<file path="src/rtl/decode_stage_pkg.sv">
// Shared decode constants, instruction classes and the instruction classifier.
package decode_stage_pkg;

  // Major opcodes
  localparam logic [6:0] OpcOpImm = 7'h13;
  localparam logic [6:0] OpcOp    = 7'h33;
  localparam logic [6:0] OpcLui   = 7'h37;

  // funct3 values
  localparam logic [2:0] F3AddSub = 3'h0;
  localparam logic [2:0] F3Slt    = 3'h2;
  localparam logic [2:0] F3Sltu   = 3'h3;
  localparam logic [2:0] F3Mul    = 3'h0;
  localparam logic [2:0] F3Div    = 3'h4;
  localparam logic [2:0] F3Divu   = 3'h5;
  localparam logic [2:0] F3Rem    = 3'h6;
  localparam logic [2:0] F3Remu   = 3'h7;

  // funct7 values
  localparam logic [6:0] F7Base   = 7'h00;
  localparam logic [6:0] F7Alt    = 7'h20;
  localparam logic [6:0] F7MulDiv = 7'h01;

  // resultSelect codes
  localparam int unsigned ResAdd = 0;
  localparam int unsigned ResMul = 1;
  localparam int unsigned ResDiv = 2;
  localparam int unsigned ResRem = 3;
  localparam int unsigned ResCmp = 6;

  typedef enum logic [3:0] {
    InsNone,
    InsAddi,
    InsSlti,
    InsSltiu,
    InsAdd,
    InsSub,
    InsSlt,
    InsSltu,
    InsMul,
    InsDiv,
    InsDivu,
    InsRem,
    InsRemu,
    InsLui
  } ins_kind_e;

  // Map a raw instruction onto one of the supported classes (InsNone if unsupported).
  function automatic ins_kind_e classify(logic [31:0] instr);
    ins_kind_e  kind;
    logic [6:0] opc;
    logic [2:0] f3;
    logic [6:0] f7;
    opc  = instr[6:0];
    f3   = instr[14:12];
    f7   = instr[31:25];
    kind = InsNone;
    case (opc)
      OpcOpImm: begin
        case (f3)
          F3AddSub: kind = InsAddi;
          F3Slt:    kind = InsSlti;
          F3Sltu:   kind = InsSltiu;
          default:  kind = InsNone;
        endcase
      end
      OpcOp: begin
        case (f7)
          F7Base: begin
            case (f3)
              F3AddSub: kind = InsAdd;
              F3Slt:    kind = InsSlt;
              F3Sltu:   kind = InsSltu;
              default:  kind = InsNone;
            endcase
          end
          F7Alt: begin
            if (f3 == F3AddSub) kind = InsSub;
          end
          F7MulDiv: begin
            case (f3)
              F3Mul:   kind = InsMul;
              F3Div:   kind = InsDiv;
              F3Divu:  kind = InsDivu;
              F3Rem:   kind = InsRem;
              F3Remu:  kind = InsRemu;
              default: kind = InsNone;
            endcase
          end
          default: kind = InsNone;
        endcase
      end
      OpcLui:  kind = InsLui;
      default: kind = InsNone;
    endcase
    return kind;
  endfunction

endpackage

</file>
<file path="src/rtl/decode_stage_reg_scoreboard.sv">
// Busy-bit scoreboard for registers owned by in-flight multi-cycle ops.
// Two source read ports plus a destination check port; x0 is never busy.
module decode_stage_reg_scoreboard #(
  parameter int unsigned AddrBits = 5
) (
  input  logic                clk_i,
  input  logic                rst_i,
  input  logic                set_en_i,
  input  logic [AddrBits-1:0] set_addr_i,
  input  logic                clr_en_i,
  input  logic [AddrBits-1:0] clr_addr_i,
  input  logic [AddrBits-1:0] rd_a_addr_i,
  input  logic [AddrBits-1:0] rd_b_addr_i,
  input  logic [AddrBits-1:0] rd_c_addr_i,
  output logic                busy_a_o,
  output logic                busy_b_o,
  output logic                busy_c_o
);

  localparam int unsigned Entries = 2 ** AddrBits;

  logic [Entries-1:0] busy_q, busy_d;

  // Next busy vector: clear first so a same-address set wins.
  always_comb begin
    busy_d = busy_q;
    if (clr_en_i) busy_d[clr_addr_i] = 1'b0;
    if (set_en_i) busy_d[set_addr_i] = 1'b1;
    busy_d[0] = 1'b0;
  end

  // Busy vector register.
  always_ff @(posedge clk_i or posedge rst_i) begin
    if (rst_i) begin
      busy_q <= '0;
    end else begin
      busy_q <= busy_d;
    end
  end

  assign busy_a_o = busy_q[rd_a_addr_i];
  assign busy_b_o = busy_q[rd_b_addr_i];
  assign busy_c_o = busy_q[rd_c_addr_i];

endmodule

</file>
<file path="src/rtl/decode_stage.sv">
// Registered RV32I/M ALU decode stage with valid/ready handshake and a
// scoreboard that stalls instructions depending on in-flight MUL/DIV/REM results.
module decode_stage
  import decode_stage_pkg::*;
#(
  parameter int unsigned DATA_WIDTH      = 32,
  parameter int unsigned REGADDR_BITS    = 5,
  parameter int unsigned RESULT_SEL_BITS = 3,
  parameter int unsigned MUL_MULTICYCLE  = 1
) (
  input  logic                       clk,
  input  logic                       reset,
  input  logic                       inValid,
  output logic                       inReady,
  input  logic [31:0]                instructionIn,
  input  logic                       flush,
  output logic                       outValid,
  input  logic                       outReady,
  output logic [REGADDR_BITS-1:0]    a_location,
  output logic [REGADDR_BITS-1:0]    b_location,
  output logic                       immediateSelect,
  output logic [DATA_WIDTH-1:0]      immediateVal,
  output logic                       unsignedSelect,
  output logic                       subtractEnable,
  output logic [REGADDR_BITS-1:0]    writeSelect,
  output logic                       writeEnable,
  output logic [RESULT_SEL_BITS-1:0] resultSelect,
  output logic                       error,
  input  logic                       wbDoneValid,
  input  logic [REGADDR_BITS-1:0]    wbDoneAddr
);

  // Raw instruction fields
  ins_kind_e                ins_kind;
  logic [REGADDR_BITS-1:0]  rd, rs1, rs2;
  logic [DATA_WIDTH-1:0]    imm_i, imm_u;

  assign ins_kind = classify(instructionIn);
  assign rd       = REGADDR_BITS'(instructionIn[11:7]);
  assign rs1      = REGADDR_BITS'(instructionIn[19:15]);
  assign rs2      = REGADDR_BITS'(instructionIn[24:20]);
  assign imm_i    = DATA_WIDTH'($signed(instructionIn[31:20]));
  assign imm_u    = DATA_WIDTH'($signed({instructionIn[31:12], 12'h000}));

  // Decoded fields for the incoming instruction
  logic                       dec_sup, dec_we, dec_mc, dec_err;
  logic                       dec_use_rs1, dec_use_rs2;
  logic [REGADDR_BITS-1:0]    dec_a, dec_b, dec_ws;
  logic                       dec_imm_sel, dec_uns, dec_sub;
  logic [DATA_WIDTH-1:0]      dec_imm;
  logic [RESULT_SEL_BITS-1:0] dec_res;

  assign dec_sup = (ins_kind != InsNone);
  assign dec_we  = dec_sup && (rd != '0);
  assign dec_ws  = dec_sup ? rd : '0;

  // Field decode per instruction class; unsupported encodings only raise error.
  always_comb begin
    dec_use_rs1 = 1'b0;
    dec_use_rs2 = 1'b0;
    dec_a       = '0;
    dec_b       = '0;
    dec_imm_sel = 1'b0;
    dec_imm     = '0;
    dec_uns     = 1'b0;
    dec_sub     = 1'b0;
    dec_res     = RESULT_SEL_BITS'(ResAdd);
    dec_mc      = 1'b0;
    dec_err     = 1'b0;
    unique case (ins_kind)
      InsAddi, InsSlti, InsSltiu: begin
        dec_use_rs1 = 1'b1;
        dec_a       = rs1;
        dec_imm_sel = 1'b1;
        dec_imm     = imm_i;
        dec_uns     = (ins_kind == InsSltiu);
        dec_res     = (ins_kind == InsAddi) ? RESULT_SEL_BITS'(ResAdd)
                                            : RESULT_SEL_BITS'(ResCmp);
      end
      InsAdd, InsSub, InsSlt, InsSltu: begin
        dec_use_rs1 = 1'b1;
        dec_use_rs2 = 1'b1;
        dec_a       = rs1;
        dec_b       = rs2;
        dec_sub     = (ins_kind == InsSub);
        dec_uns     = (ins_kind == InsSltu);
        dec_res     = (ins_kind == InsSlt || ins_kind == InsSltu) ? RESULT_SEL_BITS'(ResCmp)
                                                                  : RESULT_SEL_BITS'(ResAdd);
      end
      InsMul: begin
        dec_use_rs1 = 1'b1;
        dec_use_rs2 = 1'b1;
        dec_a       = rs1;
        dec_b       = rs2;
        dec_res     = RESULT_SEL_BITS'(ResMul);
        dec_mc      = (MUL_MULTICYCLE != 0);
      end
      InsDiv, InsDivu: begin
        dec_use_rs1 = 1'b1;
        dec_use_rs2 = 1'b1;
        dec_a       = rs1;
        dec_b       = rs2;
        dec_uns     = (ins_kind == InsDivu);
        dec_res     = RESULT_SEL_BITS'(ResDiv);
        dec_mc      = 1'b1;
      end
      InsRem, InsRemu: begin
        dec_use_rs1 = 1'b1;
        dec_use_rs2 = 1'b1;
        dec_a       = rs1;
        dec_b       = rs2;
        dec_uns     = (ins_kind == InsRemu);
        dec_res     = RESULT_SEL_BITS'(ResRem);
        dec_mc      = 1'b1;
      end
      InsLui: begin
        dec_imm_sel = 1'b1;
        dec_imm     = imm_u;
      end
      default: begin
        dec_err = 1'b1;
      end
    endcase
  end

  // Output pipeline register state
  logic                       out_valid_q, out_valid_d;
  logic                       mc_q;
  logic [REGADDR_BITS-1:0]    a_q, b_q, ws_q;
  logic                       imm_sel_q, uns_q, sub_q, we_q, err_q;
  logic [DATA_WIDTH-1:0]      imm_q;
  logic [RESULT_SEL_BITS-1:0] res_q;

  // Scoreboard hookup
  logic sb_busy_a, sb_busy_b, sb_busy_c, sb_set;
  logic out_fire, in_fire, load;

  assign out_fire = out_valid_q && outReady;
  // A flushed instruction must not claim its destination.
  assign sb_set   = out_fire && mc_q && we_q && !flush;

  decode_stage_reg_scoreboard #(
    .AddrBits (REGADDR_BITS)
  ) u_scoreboard (
    .clk_i       (clk),
    .rst_i       (reset),
    .set_en_i    (sb_set),
    .set_addr_i  (ws_q),
    .clr_en_i    (wbDoneValid),
    .clr_addr_i  (wbDoneAddr),
    .rd_a_addr_i (rs1),
    .rd_b_addr_i (rs2),
    .rd_c_addr_i (rd),
    .busy_a_o    (sb_busy_a),
    .busy_b_o    (sb_busy_b),
    .busy_c_o    (sb_busy_c)
  );

  // Hazard: registered busy bits, plus the held MC op that has not yet set its bit.
  logic hz_sb, hz_held, hold_claims, hazard;

  assign hold_claims = out_valid_q && mc_q && we_q;
  assign hz_sb   = (dec_use_rs1 && sb_busy_a) || (dec_use_rs2 && sb_busy_b) ||
                   (dec_we && sb_busy_c);
  assign hz_held = hold_claims && ((dec_use_rs1 && ws_q == rs1) ||
                                   (dec_use_rs2 && ws_q == rs2) ||
                                   (dec_we && ws_q == rd));
  assign hazard  = inValid && dec_sup && (hz_sb || hz_held);

  assign inReady = (!out_valid_q || outReady) && !hazard;
  assign in_fire = inValid && inReady;
  assign load    = in_fire && !flush;

  // Output valid next state: flush beats accept, accept beats drain.
  always_comb begin
    out_valid_d = out_valid_q;
    if (flush) begin
      out_valid_d = 1'b0;
    end else if (in_fire) begin
      out_valid_d = 1'b1;
    end else if (outReady) begin
      out_valid_d = 1'b0;
    end
  end

  // Output pipeline register; fields load only on an unflushed accept.
  always_ff @(posedge clk or posedge reset) begin
    if (reset) begin
      out_valid_q <= 1'b0;
      mc_q        <= 1'b0;
      a_q         <= '0;
      b_q         <= '0;
      ws_q        <= '0;
      imm_sel_q   <= 1'b0;
      uns_q       <= 1'b0;
      sub_q       <= 1'b0;
      we_q        <= 1'b0;
      err_q       <= 1'b0;
      imm_q       <= '0;
      res_q       <= '0;
    end else begin
      out_valid_q <= out_valid_d;
      if (load) begin
        mc_q      <= dec_mc;
        a_q       <= dec_a;
        b_q       <= dec_b;
        ws_q      <= dec_ws;
        imm_sel_q <= dec_imm_sel;
        uns_q     <= dec_uns;
        sub_q     <= dec_sub;
        we_q      <= dec_we;
        err_q     <= dec_err;
        imm_q     <= dec_imm;
        res_q     <= dec_res;
      end
    end
  end

  assign outValid        = out_valid_q;
  assign a_location      = a_q;
  assign b_location      = b_q;
  assign immediateSelect = imm_sel_q;
  assign immediateVal    = imm_q;
  assign unsignedSelect  = uns_q;
  assign subtractEnable  = sub_q;
  assign writeSelect     = ws_q;
  assign writeEnable     = we_q;
  assign resultSelect    = res_q;
  assign error           = err_q;

endmodule
</file>
<file path="config.mk">
export PLATFORM = sky130hd
export DESIGN_NAME = decode_stage
export DESIGN_NICKNAME = d
export VERILOG_FILES = /design/src/rtl/decode_stage_pkg.sv /design/src/rtl/decode_stage_reg_scoreboard.sv /design/src/rtl/decode_stage.sv
export SDC_FILE = /design/constraint.sdc
export NUM_CORES = 1
export LEC_CHECK = 0
export CELL_PAD_IN_SITES_DETAIL_PLACEMENT = 0
export CELL_PAD_IN_SITES_GLOBAL_PLACEMENT = 1
export CORE_MARGIN = 2
export CORE_UTILIZATION = 30
export DETAILED_ROUTE_END_ITERATION = 10
export PLACE_DENSITY_LB_ADDON = 0.1
export SKIP_CTS_REPAIR_TIMING = 1
export SLEW_MARGIN = 40
export SYNTH_ARGS = -nofsm -noshare
export SYNTH_HDL_FRONTEND = slang
export SYNTH_SLANG_ARGS = --single-unit
</file>
<file path="constraint.sdc">
create_clock -name clk -period 2.8 [get_ports clk]
set_input_delay 0.56 -clock clk [delete_from_list [all_inputs] [get_ports clk]]
set_output_delay 0.56 -clock clk [all_outputs]
set_load 0.005 [all_outputs]
</file>
# Word level (Yosys, flattened, before mapping)
# Cells that the tools add are included.
op_classes:
  order_cmp: 7
  n_eq_ne: 27
  muxes: 35
  bitwise_logic: 3
  n_reduce_logical: 45
ops:
  columns: ["operator", "n"]
  rows:
  - ["$mux W32", 2]
  - ["$pmux W32 S2", 1]
  - ["$and A32 B32 Y32", 1]
  - ["$not A32 Y32", 1]
  - ["$or A32 B32 Y32", 1]
  - ["$lt A5 B6 Y1 const B", 5]
  - ["$eq A4 B4 Y1 const B", 6]
  - ["$pmux W4 S3", 2]
  - ["$eq A7 B6 Y1 const B", 3]
  - ["$logic_and A1 B1 Y1", 21]
  - ["$pmux W4 S5", 1]
  - ["$eq A4 B3 Y1 const B", 4]
  - ["$bmux W1 S5", 3]
  - ["$eq A5 B5 Y1", 3]
  - ["$mux W5", 3]
  - ["$pmux W3 S5", 1]
  - ["$mux W1", 14]
  - ["$reduce_or A13 Y1", 1]
  - ["$eq A3 B3 Y1 const B", 4]
  - ["$reduce_or A12 Y1", 1]
  - ["$demux W1 S5", 2]
  - ["$ge A5 B1 Y1 const B", 2]
  - ["$mux W3", 3]
  - ["$pmux W3 S3", 1]
  - ["19 further kinds", 31]
word_totals:
  register_bits: 88
  inputBits: 43
  word_cells: 130

# Logic depth before layout (Yosys ltp)
# Gate-level depths: netlist (run 1).
depth:
  depth_word: 18
  depth_mapped: 10

# Cells and area by module
# From an unflattened synthesis (run 1), not the netlist that was laid out.
unflattened:
  hier_cells: 544
  hier_area_um2: 5421.4
modules_own_cells:
  columns: ["module", "instances", "cells_per_inst", "area_per_inst_um2", "seq_area_each_um2"]
  rows:
  - ["decode_stage", 1, 314, 3243.1, 1426.4]
  - ["decode_stage_reg_scoreboard", 1, 230, 2178.3, 775.7]

# Least setup slack after synthesis (run 1)
# OpenSTA, ideal clock, no wires.
synth_path:
  kind: "in2reg"
  from: "in instructionIn[15]"
  to: "reg mc_q"
  setup_time_ns: 0.125
  t_arrival_ns: 3.007
  required_ns: 2.675
  setup_slack_ns: -0.333
  cell_stages: 9
  path_buffers: 2
  cell_sequence: "clkbuf_1 mux4_2 mux2i_1 nor3b_1 nor4_1 o311ai_4 a21oi_4 buf_6 mux2_4"
synth_via:
  elab_chain_cells: 11
  word_cells_on_any_way: 16
  classes_between: "eq/ne: 1; mux: 2; reduce/logical: 13"
synth_rtl:
  columns: ["element", "line", "source"]
  rows:
  - ["start, declared", "decode_stage.sv:15", "input logic [31:0] instructionIn,"]
  - ["$bmux W1 S5 or $eq A5 B5 Y1 (tied branches)", "decode_stage_reg_scoreboard.sv:41, decode_stage.sv:165", null]
  - ["$mux W1 (not written as such) or $logic_and A1 B1 Y1 (tied branches)", "decode_stage_reg_scoreboard.sv:41, decode_stage.sv:165", null]
  - ["$logic_and A1 B1 Y1 or $logic_or A1 B1 Y1 (tied branches)", "decode_stage.sv:163, decode_stage.sv:165", null]
  - ["$logic_or A1 B1 Y1 (on tied branches)", "decode_stage.sv:163, decode_stage.sv:166", null]
  - ["$logic_or A1 B1 Y1 or $logic_and A1 B1 Y1 (tied branches)", "decode_stage.sv:163, decode_stage.sv:165", null]
  - ["$logic_or A1 B1 Y1 (*)", "decode_stage.sv:168", "assign hazard = inValid && dec_sup && (hz_sb || hz_held);"]
  - ["$logic_and A1 B1 Y1 (*)", "decode_stage.sv:168", null]
  - ["$logic_not A1 Y1 (*)", "decode_stage.sv:170", "assign inReady = (!out_valid_q || outReady) && !hazard;"]
  - ["$logic_and A1 B1 Y1 (*)", "decode_stage.sv:170", null]
  - ["$logic_and A1 B1 Y1 (*)", "decode_stage.sv:171", "assign in_fire = inValid && inReady;"]
  - ["$logic_and A1 B1 Y1 (*)", "decode_stage.sv:172", "assign load = in_fire && !flush;"]
  - ["end signal, assigned", "decode_stage.sv:204", "mc_q <= dec_mc;"]
  - ["end, declared", "decode_stage.sv:128", "logic mc_q;"]
# Mark *: on every way between the ends. The rest lies on a longest branch, timed or not. The select of a mux whose other input is x is not followed.
# A chain may end at the register's enable or synchronous reset.

# Worst setup path after layout (run 1)
layout_path:
  from: "in instructionIn[31]"
  to: "out inReady"
layout_via:
  elab_chain_cells: 14
  word_cells_on_any_way: 39
  classes_between: "eq/ne: 14; mux: 4; reduce/logical: 21"
layout_rtl:
  columns: ["element", "line", "source"]
  rows:
  - ["$eq A7 B1 Y1, or another cell as far along", "decode_stage_pkg.sv:68", "case (f7)"]
  - ["$pmux W4 S3 (*)", "decode_stage_pkg.sv:68", null]
  - ["$pmux W4 S3 (*)", "decode_stage_pkg.sv:58", "case (opc)"]
  - ["$eq A4 B2 Y1, or another cell as far along", "decode_stage.sv:70", "unique case (ins_kind)"]
  - ["$reduce_or A12 Y1 (no line) or $reduce_or A9 Y1 (tied branches)", null, null]
  - ["$mux W1", "decode_stage.sv:70", null]
  - ["$logic_and A1 B1 Y1 (on tied branches)", "decode_stage.sv:165, decode_stage.sv:166", null]
  - ["$logic_or A1 B1 Y1", "decode_stage.sv:165", "assign hz_held = hold_claims && ((dec_use_rs1 && ws_q == rs1) ||"]
  - ["$logic_or A1 B1 Y1", "decode_stage.sv:166", "(dec_use_rs2 && ws_q == rs2) ||"]
  - ["$logic_and A1 B1 Y1", "decode_stage.sv:165", null]
  - ["$logic_or A1 B1 Y1", "decode_stage.sv:168", null]
  - ["$logic_and A1 B1 Y1 (*)", "decode_stage.sv:168", null]
  - ["$logic_not A1 Y1 (*)", "decode_stage.sv:170", null]
  - ["$logic_and A1 B1 Y1 (*)", "decode_stage.sv:170", null]
  - ["end, declared", "decode_stage.sv:14", "output logic inReady,"]
# Mark *: on every way between the ends. The rest lies on a longest branch, timed or not.

==> run metrics, run 1 <==
Initial Utilization 0.305; largest net degree at the start of global routing slightly below 90; worst reg2reg startpoint u_scoreboard.busy_q[14]; Final Total Pwr 2.96 mW; Mean Syn Cell Area between 10 and 15 um2; Final HPWL DP around 13 mm; FF-to-FF End immediateVal[11]; CP arrival 2.64 ns; syn nets 559; number of synthesized flops with an enable pin 0; Via-to-Cell Ratio 5.02; final worst setup slack -0.401 ns; Synth top cells by count dfrtp_1 (88), o21ai_0 (66), mux2i_1 (53); Util after Layout 0.461; Startpoint Class input pin; FILL cells 1622; Synth Warn # 0; Routed WL around 17 mm; R2R Setup Slk -0.14 ns; final setup fails 51; Crit-path slowest cell or4_4; Initial DRT Pass Iterations 5; Gate Count Post-Synth around 520; top cell type by total area after synthesis dfrtp_1; Distinct cells, synth 56; initial antenna violation count 0; area of the multi-input gates 2890 um2; hold endpoint error; #FFs+latches synth slightly below 90; most frequent cell after synthesis dfrtp_1; # rows between 40 and 50; max-slew violation count 0; via count around 4800; setup TNS -6.50 ns; top_reg_cell synth dfrtp_1; die height approximately 140 um; area delta synth->final 51.2%; RSZ-0062 raised after global routing true; failing checks negative setup slack; TritonCTS clock tree done; Hold Crit Start error; worst slew pin tran 0.501 ns; Final Net Count roughly 770; async set-reset flop share out of synthesis 1.00; Register-to-Register Path Depth 9; Skew-Pair Late Insertion Delay approximately 0.34 ns; gpl congestion about 0.9; Final Hold Vio Count 0; post-synthesis sequential area ratio 0.419; critical path endpoint category primary output; clk buf depth 2; P_leak 3.40 nW; PwrDens between 300 and 400 nW/um2; # diodes 0; htree depth 3; min Tclk post-route between 3 and 4 ns; maximum VDD drop between 200 and 300 uV; Root Driver clkbuf_16; Critical Path Max Stage Delay 0.56 ns; Die W between 100 and 150 um; # port buffers between 90 and 100; status finished with violations; clk sinks a little under 90; Setup CP Type input pin to primary output; grt total ovfl 0; drt first-iter violations around 240; critical-path cell list buf_6, or4_4, or3_4, a211oi_2, and4b_4, o311ai_4, a21oi_2, buf_2; share of layout cells above drive strength 1 0.298; Reg clk slew, reported paths around 0.060 ns; Die Area between 15000 and 20000 um2; fmax about 310 MHz; Tcrit/Tclk final 1.14; Yosys top cell area share 0.419; worst path required time roughly 2.2 ns; Core ar. 17200 um2; worst clock skew a little over 0.01 ns; Buf/Inv on CP 2; ANT nets after route 0; type of the worst min-delay path register to register; total global-route track usage 0.190; DRC 0; vias in the first global route between 4000 and 5000; Worst Path Max Fanout 3; CTS Buf Count 9; Worst Hold Depth 1; delay-heaviest family, CP simple AND/OR/NAND/NOR gates; Area contributors post-synth dfrtp_1 (42%), mux2i_1 (10%), mux4_2 (9.0%); pre-CTS WS -1.10 ns; register area 2200 um2; io pins 100; first-pass GRT wire length approximately 27 mm; Routed wire per std cell 18.1 um; maxcap violations 0; relative slew slack 0.665; Synth Cell Area between 5000 and 6000 um2
[worst register-to-register path, cell delays in order, from the launching register on]
cell and delay (ns):
dfrtp_1 0.42, mux4_2 0.47, mux2_4 0.27, and3_4 0.18
o41ai_4 0.36, o311ai_4 0.18, buf_4 0.19, a21oi_4 0.24
buf_12 0.18, mux2_2 0.33
[layout make-up]
cell class,count,share of cell area
Clock inverter,4,0.00346
Sequential cell,88,0.277
Multi-Input combinational cell,349,0.363
Inverter,49,0.0236
Tap cell,225,0.0354
Clock buffer,12,0.0335
Timing Repair Buffer,227,0.264
[placed cells by master (no fill, tap or decap), types with 5 or more instances in the layout]
master	n
nand3_1	10
buf_4	110
o21ai_0	63
dfrtp_1	88
mux2_4	5
xor2_1	12
or3_1	6
xnor2_1	5
dlymetal6s2s_1	15
mux4_2	21
buf_6	13
mux2i_1	52
inv_1	48
nor3_1	6
nand2_1	42
clkdlybuf4s50_1	78
a21oi_1	23
clkbuf_16	11
nor2_1	11
nand3b_1	11
[layer usage]
metal | vias to the layer above | track usage | wire, um | share of wire
li1 | 2277 | - | - | -
met1 | 2341 | 0.259 | 7960 | 0.46
met2 | 147 | 0.305 | 8190 | 0.47
met3 | 23 | 0.0272 | 806 | 0.047
met4 | 0 | 0.0752 | 348 | 0.020
met5 | - | 0 | 0 | 0
[cells by family after synthesis]
group                     Yosys count  synth area share
DFF                                88             0.419
buffers and inverters              79            0.0616
muxes                              80             0.207
and+or+nand+nor                   134             0.143
xor gates and xnor gates           18            0.0300
AOI/OAI and AO/OA                 117             0.141
[state kept, by name (all words and copies together) (netlist names), 3 cells and up]
signal / cells
u_scoreboard.busy_q: 31
b_location: 5
immediateVal: 32
a_location: 5
writeSelect: 5
resultSelect: 3
[worst max path at each step]
stage / from / endpoint / slack (ns) / cells past startpoint
after global routing: instructionIn[31] / inReady / -0.47 / 8
after detailed placement: instructionIn[21] / inReady / -1.10 / 9
final: instructionIn[31] / inReady / -0.40 / 8
after floorplan: instructionIn[26] / mc_q / -0.10 / 8
after CTS: instructionIn[21] / inReady / -1.11 / 9
after global placement: instructionIn[21] / inReady / -1.10 / 9
[stage by stage]
step	instances	hold WS [ns]	cell area [um2]
finish	954	0.489	7950
global route	954	0.511	7950
CTS	943	0.496	7630
detailed placement	927	0.482	7330
global placement	927	0.486	7330
floorplan	516	0.479	5290
[where the power goes]
part           internal (mW)  leakage (nW)  switching (mW)
Combinational          0.257          2.05           0.221
Clock                  0.673         0.137           0.509
Sequential              1.29          1.22          0.0108
Total                   2.22          3.40           0.741
Note: power is estimated with default switching activity, not from simulation.
==> inputs of run 2 (changes only) <==
--- a/config.mk
+++ b/config.mk
@@ -8,9 +8,10 @@
 export CELL_PAD_IN_SITES_DETAIL_PLACEMENT = 0
 export CELL_PAD_IN_SITES_GLOBAL_PLACEMENT = 1
 export CORE_MARGIN = 2
-export CORE_UTILIZATION = 30
+export CORE_UTILIZATION = 35
 export DETAILED_ROUTE_END_ITERATION = 10
 export PLACE_DENSITY_LB_ADDON = 0.1
+export REMOVE_ABC_BUFFERS = 1
 export SKIP_CTS_REPAIR_TIMING = 1
 export SLEW_MARGIN = 40
 export SYNTH_ARGS = -nofsm -noshare
==> constraint.sdc (replaced) <==
create_clock -name clk -period 3.7 [get_ports clk]
set_input_delay 0.74 -clock clk [delete_from_list [all_inputs] [get_ports clk]]
set_output_delay 0.74 -clock clk [all_outputs]
set_load 0.005 [all_outputs]
==> run 2 against run 1 <==
Against the previous run:
- the run now ends clean
- combinational power is 34% lower
- clock power is 25% lower
- first-iteration DRC count rose by 15%
- worst hold slack improved by 0.018 ns
- register-to-register slack better by 0.88 ns
- total power decreased by 26%
- largest cell class unchanged
- highest routed layer unchanged
==> run metrics, run 2 (synthesis results as in run 1) <==
Final Total Pwr 2.19 mW (-26%); beginning of the critical path instructionIn[7]; maxcap violations 0 (unchanged); htree depth 3 (unchanged); first-pass GRT wire length 25.7 mm (-4.7%); type of the worst min-delay path register to register; Critical Path Stages 9 (+1); die height 127 um (-7.2%); CP arrival 2.88 ns (+0.24 ns); Routed WL 16.1 mm (-6.7%); Startpoint Class input pin; Setup CP Type input pin to primary output; # port buffers 99 (unchanged); delay-heaviest family, CP buffers and inverters; PwrDens 293 nW/um2 (-21%); total global-route track usage 0.206 (+0.0157); pre-CTS WS -0.657 ns (+0.444 ns); Routed wire per std cell 18.6 um (+2.3%); DRC 0 (unchanged); clk sinks 88 (unchanged); Switching Share 0.260 (+0.00967); Initial DRT Pass Iterations 4 (-1); final worst setup slack 0.0797 ns (+0.481 ns); # rows 44 (-8.3%); CTS Buf Count 9 (unchanged); min Tclk post-route 3.62 ns; Reg clk slew, reported paths 0.06 ns (about the same); R2R Setup Slk 0.74 ns (+0.88 ns); Skew-Pair Late Insertion Delay 0.35 ns (about the same); via count 4607 (-3.8%); ANT nets after route 0 (unchanged); grt total ovfl 0 (unchanged); initial antenna violation count 0 (unchanged); Initial Utilization 0.360 (+0.0554); area delta synth->final 41.8%; worst reg2reg startpoint u_scoreboard.busy_q[15]; critical-path cell list clkdlybuf4s50_1, buf_4, mux4_2, o221ai_1, or3_1, o211a_1, o311ai_4, a21oi_1, buf_2; most common cell after layout, fill and taps aside dfrtp_1; # diodes 0 (unchanged); Tcrit/Tclk final 0.978; worst slew pin tran 0.595 ns (+0.0941 ns); Worst Setup EP inReady; final setup fails 0 (-100%); relative slew slack 0.603 (-0.0620); share of layout cells above drive strength 1 0.230 (-0.0673); Critical Path Max Stage Delay 0.55 ns (about the same); Root Driver clkbuf_16; Worst Path Max Fanout 5 (+2); worst clock skew 0.0119 ns (+0.00170 ns); Layout Cells excl Fill 870 (-8.8%); drt first-iter violations 279 (+15%); Via-to-Cell Ratio 5.30 (+5.5%); Die W 127 um (-7.2%); critical path endpoint category primary output; clk buf depth 2 (unchanged); gpl congestion 0.874 (-4.2%); sequential power share 0.450 (+0.011); setup TNS 0 ns (+6.50 ns); TritonCTS clock tree done; Final Hold Vio Count 0 (unchanged); placed cells 849 (-8.4%); most frequent cells in the layout dfrtp_1 (88), clkdlybuf4s50_1 (84), buf_4 (76); io pins 100 (unchanged); Buf/Inv on CP 3 (+1); sw power 0.569 mW (-23%); Crit-path slowest cell mux4_2; Core ar. 14600 um2 (-15%); Register-to-Register Path Depth 10 (+1); Final Net Count 724 (-5.6%); status finished clean; Comb pwr share 0.145 (-0.017); largest net degree at the start of global routing 46 (-48%); fmax 276 MHz; hold_ws 0.507 ns (+0.0180 ns); vias in the first global route 4685 (-4.3%); Power Internal 1.62 mW (-27%); FF-to-FF End immediateVal[22]; maximum VDD drop 210 uV (-27%); clock group share of total power 0.405 (+0.005); worst path required time 2.96 ns (+0.72 ns); Die Area 16000 um2 (-14%); max reg flops 32 (unchanged); RSZ-0062 raised after global routing false; Final HPWL DP 12.1 mm (-7.0%); P_leak 3.12 nW (-8.3%); max-slew violation count 0 (unchanged)
## run 2: layout make-up
cell class,instances,area [um2]
fillers,1368,7130
well taps,184,230
flip-flops and latches,88,2200
clock buffers,11,243
repair buffers,184,1740
multi-input cells,349,2820
clock inverters,5,40.0
inverters,49,186
## run 2: power by group through the flow
stage | Clock (mW) | Combinational [mW] | Sequential, mW
final | 0.886 | 0.317 | 0.985
after global placement | 0 | 0.307 | 1.00
after global routing | 0.943 | 0.343 | 0.985
after CTS | 0.912 | 0.310 | 0.984
after detailed placement | 0 | 0.308 | 1.00
after floorplan | 0 | 0.121 | 0.999
## run 2: through the flow
stage          instance area [um2]  utilization
2_1_floorplan                 5120            -
6_report                      7460        0.511
3_5_place_dp                  7020        0.481
3_3_place_gp                  7020        0.481
5_1_grt                       7460        0.511
4_1_cts                       7300        0.501
## run 2: per-layer routing
layer / global-route usage / share of wire
met5: 0 / 0
met4: 0.0711 / 0.019
met3: 0.0325 / 0.037
met1: 0.277 / 0.45
met2: 0.339 / 0.49
## run 2: worst reg2reg max path, delay by kind of cell (launching register included)
family | cells | cell delay (ns)
mux | 3 | 0.94
simple gates | 1 | 0.19
buf+inv | 3 | 0.56
flops | 1 | 0.42
compound gates | 3 | 0.76
## run 2: worst min-delay path by stage
stage	from	endpoint	slack (ns)	depth (start not counted)
6_report	error	error	0.51	1
5_1_grt	immediateSelect	immediateSelect	0.54	2
4_1_cts	error	error	0.51	1
3_5_place_dp	error	error	0.49	1
3_3_place_gp	error	error	0.49	1
2_1_floorplan	error	error	0.48	1
==> inputs of run 3 (changes only) <==
--- a/config.mk
+++ b/config.mk
@@ -5,7 +5,8 @@
 export SDC_FILE = /design/constraint.sdc
 export NUM_CORES = 1
 export LEC_CHECK = 0
-export CELL_PAD_IN_SITES_DETAIL_PLACEMENT = 0
+export ABC_CLOCK_PERIOD_IN_PS = 4500
+export CELL_PAD_IN_SITES_DETAIL_PLACEMENT = 1
 export CELL_PAD_IN_SITES_GLOBAL_PLACEMENT = 1
 export CORE_MARGIN = 2
 export CORE_UTILIZATION = 35
==> constraint.sdc (replaced) <==
create_clock -name clk -period 4.5 [get_ports clk]
set_input_delay 0.9 -clock clk [delete_from_list [all_inputs] [get_ports clk]]
set_output_delay 0.9 -clock clk [all_outputs]
set_load 0.005 [all_outputs]
==> run 3 against run 2 <==
Against the previous run:
- utilization is 2.0 points lower
- worst setup slack improved by 0.19 ns
- routed wire length up 5.6%
- global-route usage up 0.85 points
- first-iteration DRC count shrank 27%
- worst hold slack got worse by 0.0090 ns
- sequential power shrank 18%
- highest routed layer unchanged
- sequential cell count is the same
- clock power grew 0.9%
- cell count shrank 4.3%
- non-clock buffer count shrank 37
- critical endpoint unchanged
- critical path depth up 2
==> run metrics, run 3 (synthesis results as in run 1) <==
gr busiest metal met2; Util after Layout 0.491 (-0.0201); setup TNS 0 ns (unchanged); area delta synth->final 36.2%; via count 4576 (-0.67%); critical path endpoint category primary output; M2 GR Usage 0.369 (+0.0299); # rows 44 (unchanged); beginning of the critical path instructionIn[16]; most common cell after layout, fill and taps aside clkdlybuf4s50_1; grt total ovfl 0 (unchanged); Final Hold Vio Count 0 (unchanged); most frequent cells in the layout clkdlybuf4s50_1 (95), dfrtp_1 (88), o21ai_0 (65); area of the multi-input gates 2790 um2 (-1.0%); Worst Hold Depth 1 (unchanged); met1 Track Usage GR 0.280 (+0.00293); Root Driver clkbuf_16; PwrDens 271 nW/um2 (-7.5%); GR Util met3 0.0274 (-0.00506); # port buffers 99 (unchanged); hold_ws 0.498 ns (-0.00898 ns); maxcap violations 0 (unchanged); worst clock skew 0.00632 ns (-0.00556 ns); hold endpoint error; placed cells 812 (-4.4%); CP arrival 3.33 ns (+0.45 ns); final instance area 7160 um2 (-3.9%); FILL cells 1608 (+18%); Skew-Pair Late Insertion Delay 0.36 ns (about the same); Initial DRT Pass Iterations 4 (unchanged); Die Area 16000 um2 (unchanged); Setup CP Type input pin to primary output; gpl congestion 0.888 (+1.6%); clk buf depth 2 (unchanged); Layout Cells excl Fill 833 (-4.3%); Final Net Count 687 (-5.1%); vias in the first global route 4779 (+2.0%); Worst Path Max Fanout 6 (+1); TritonCTS clock tree done; P_leak 2.88 nW (-7.8%); drt first-iter violations 204 (-27%); max-slew violation count 0 (unchanged); DP Area 6700 um2 (-4.5%); type of the worst min-delay path register to register; Hold Crit Start error; Register-to-Register Path Depth 10 (unchanged); Via-to-Cell Ratio 5.49 (+3.7%); Routed WL 17.1 mm (+5.6%); Routed wire per std cell 20.5 um (+10%); worst reg2reg startpoint u_scoreboard.busy_q[15]; fmax approximately 240 MHz; Final HPWL DP 12.7 mm (+4.6%); status finished clean; share of layout cells above drive strength 1 0.180 (-0.0500); worst path required time 3.60 ns (+0.64 ns); largest net degree at the start of global routing 46 (unchanged); Die W 127 um (unchanged); CTS Buf Count 9 (unchanged); final worst setup slack 0.268 ns (+0.188 ns); DRC 0 (unchanged); Final Total Pwr 1.94 mW (-11%); initial antenna violation count 0 (unchanged); min Tclk post-route around 4.2 ns; htree depth 3 (unchanged); ANT nets after route 0 (unchanged); Startpoint Class input pin; first-pass GRT wire length 26.7 mm (+3.9%); final setup fails 0 (unchanged); maximum VDD drop 190 uV (-9.3%); Initial Utilization 0.360 (unchanged); register area 2200 um2 (unchanged); RSZ-0062 raised after global routing false; die height 127 um (unchanged); clk sinks 88 (unchanged); pre-CTS WS -0.196 ns (+0.461 ns); total global-route track usage 0.214 (+0.00850); worst slew pin tran 0.754 ns (+0.159 ns); relative slew slack 0.493 (-0.110); FF-to-FF End immediateVal[26]; Core ar. 14600 um2 (unchanged); io pins 100 (unchanged); Reg clk slew, reported paths 0.06 ns (about the same); Tcrit/Tclk final 0.940; # diodes 0 (unchanged); R2R Setup Slk 1.39 ns (+0.65 ns); max reg flops 32 (unchanged)
## run 3: report_power, final
group,internal [mW],leakage [nW],switching (mW)
Clock,0.561,0.169,0.333
Combinational,0.119,1.49,0.121
Sequential,0.800,1.22,0.00993
Total,1.48,2.88,0.464
## run 3: layout make-up
| type | instances | share of cell area |
|---|---|---|
| clock buffers | 10 | 0.0334 |
| multi-input cells | 349 | 0.389 |
| clock inverters | 6 | 0.0161 |
| inverters | 49 | 0.0260 |
| repair buffers | 147 | 0.196 |
| flip-flops and latches | 88 | 0.307 |
| well taps | 184 | 0.0321 |
## run 3: how the worst max path moves through the flow
stage                            end  slack (ns)  cells after the start
floorplan           immediateVal[11]        0.28                      6
global placement             inReady       -0.21                      8
detailed placement           inReady       -0.20                      8
CTS                          inReady       -0.20                      8
global route                 inReady        0.19                     11
finish                       inReady        0.27                     11
## run 3: critical path: stages
cell and delay (ns):
clkdlybuf4s50_1 0.45, buf_12 0.16, buf_4 0.16, mux2i_1 0.12, mux4_2 0.51, nor3_2 0.20, nor4_2 0.06, buf_4 0.16
o311ai_4 0.35, a21oi_2 0.11, dlymetal6s2s_1 0.16
## run 3: metal layers
| metal | wire length (um) | share of wire | vias to the layer above |
|---|---|---|---|
| met5 | 0 | 0 | - |
| met4 | 307 | 0.018 | 0 |
| met3 | 558 | 0.033 | 16 |
| met2 | 8700 | 0.51 | 79 |
| met1 | 7490 | 0.44 | 2361 |
| li1 | - | - | 2120 |
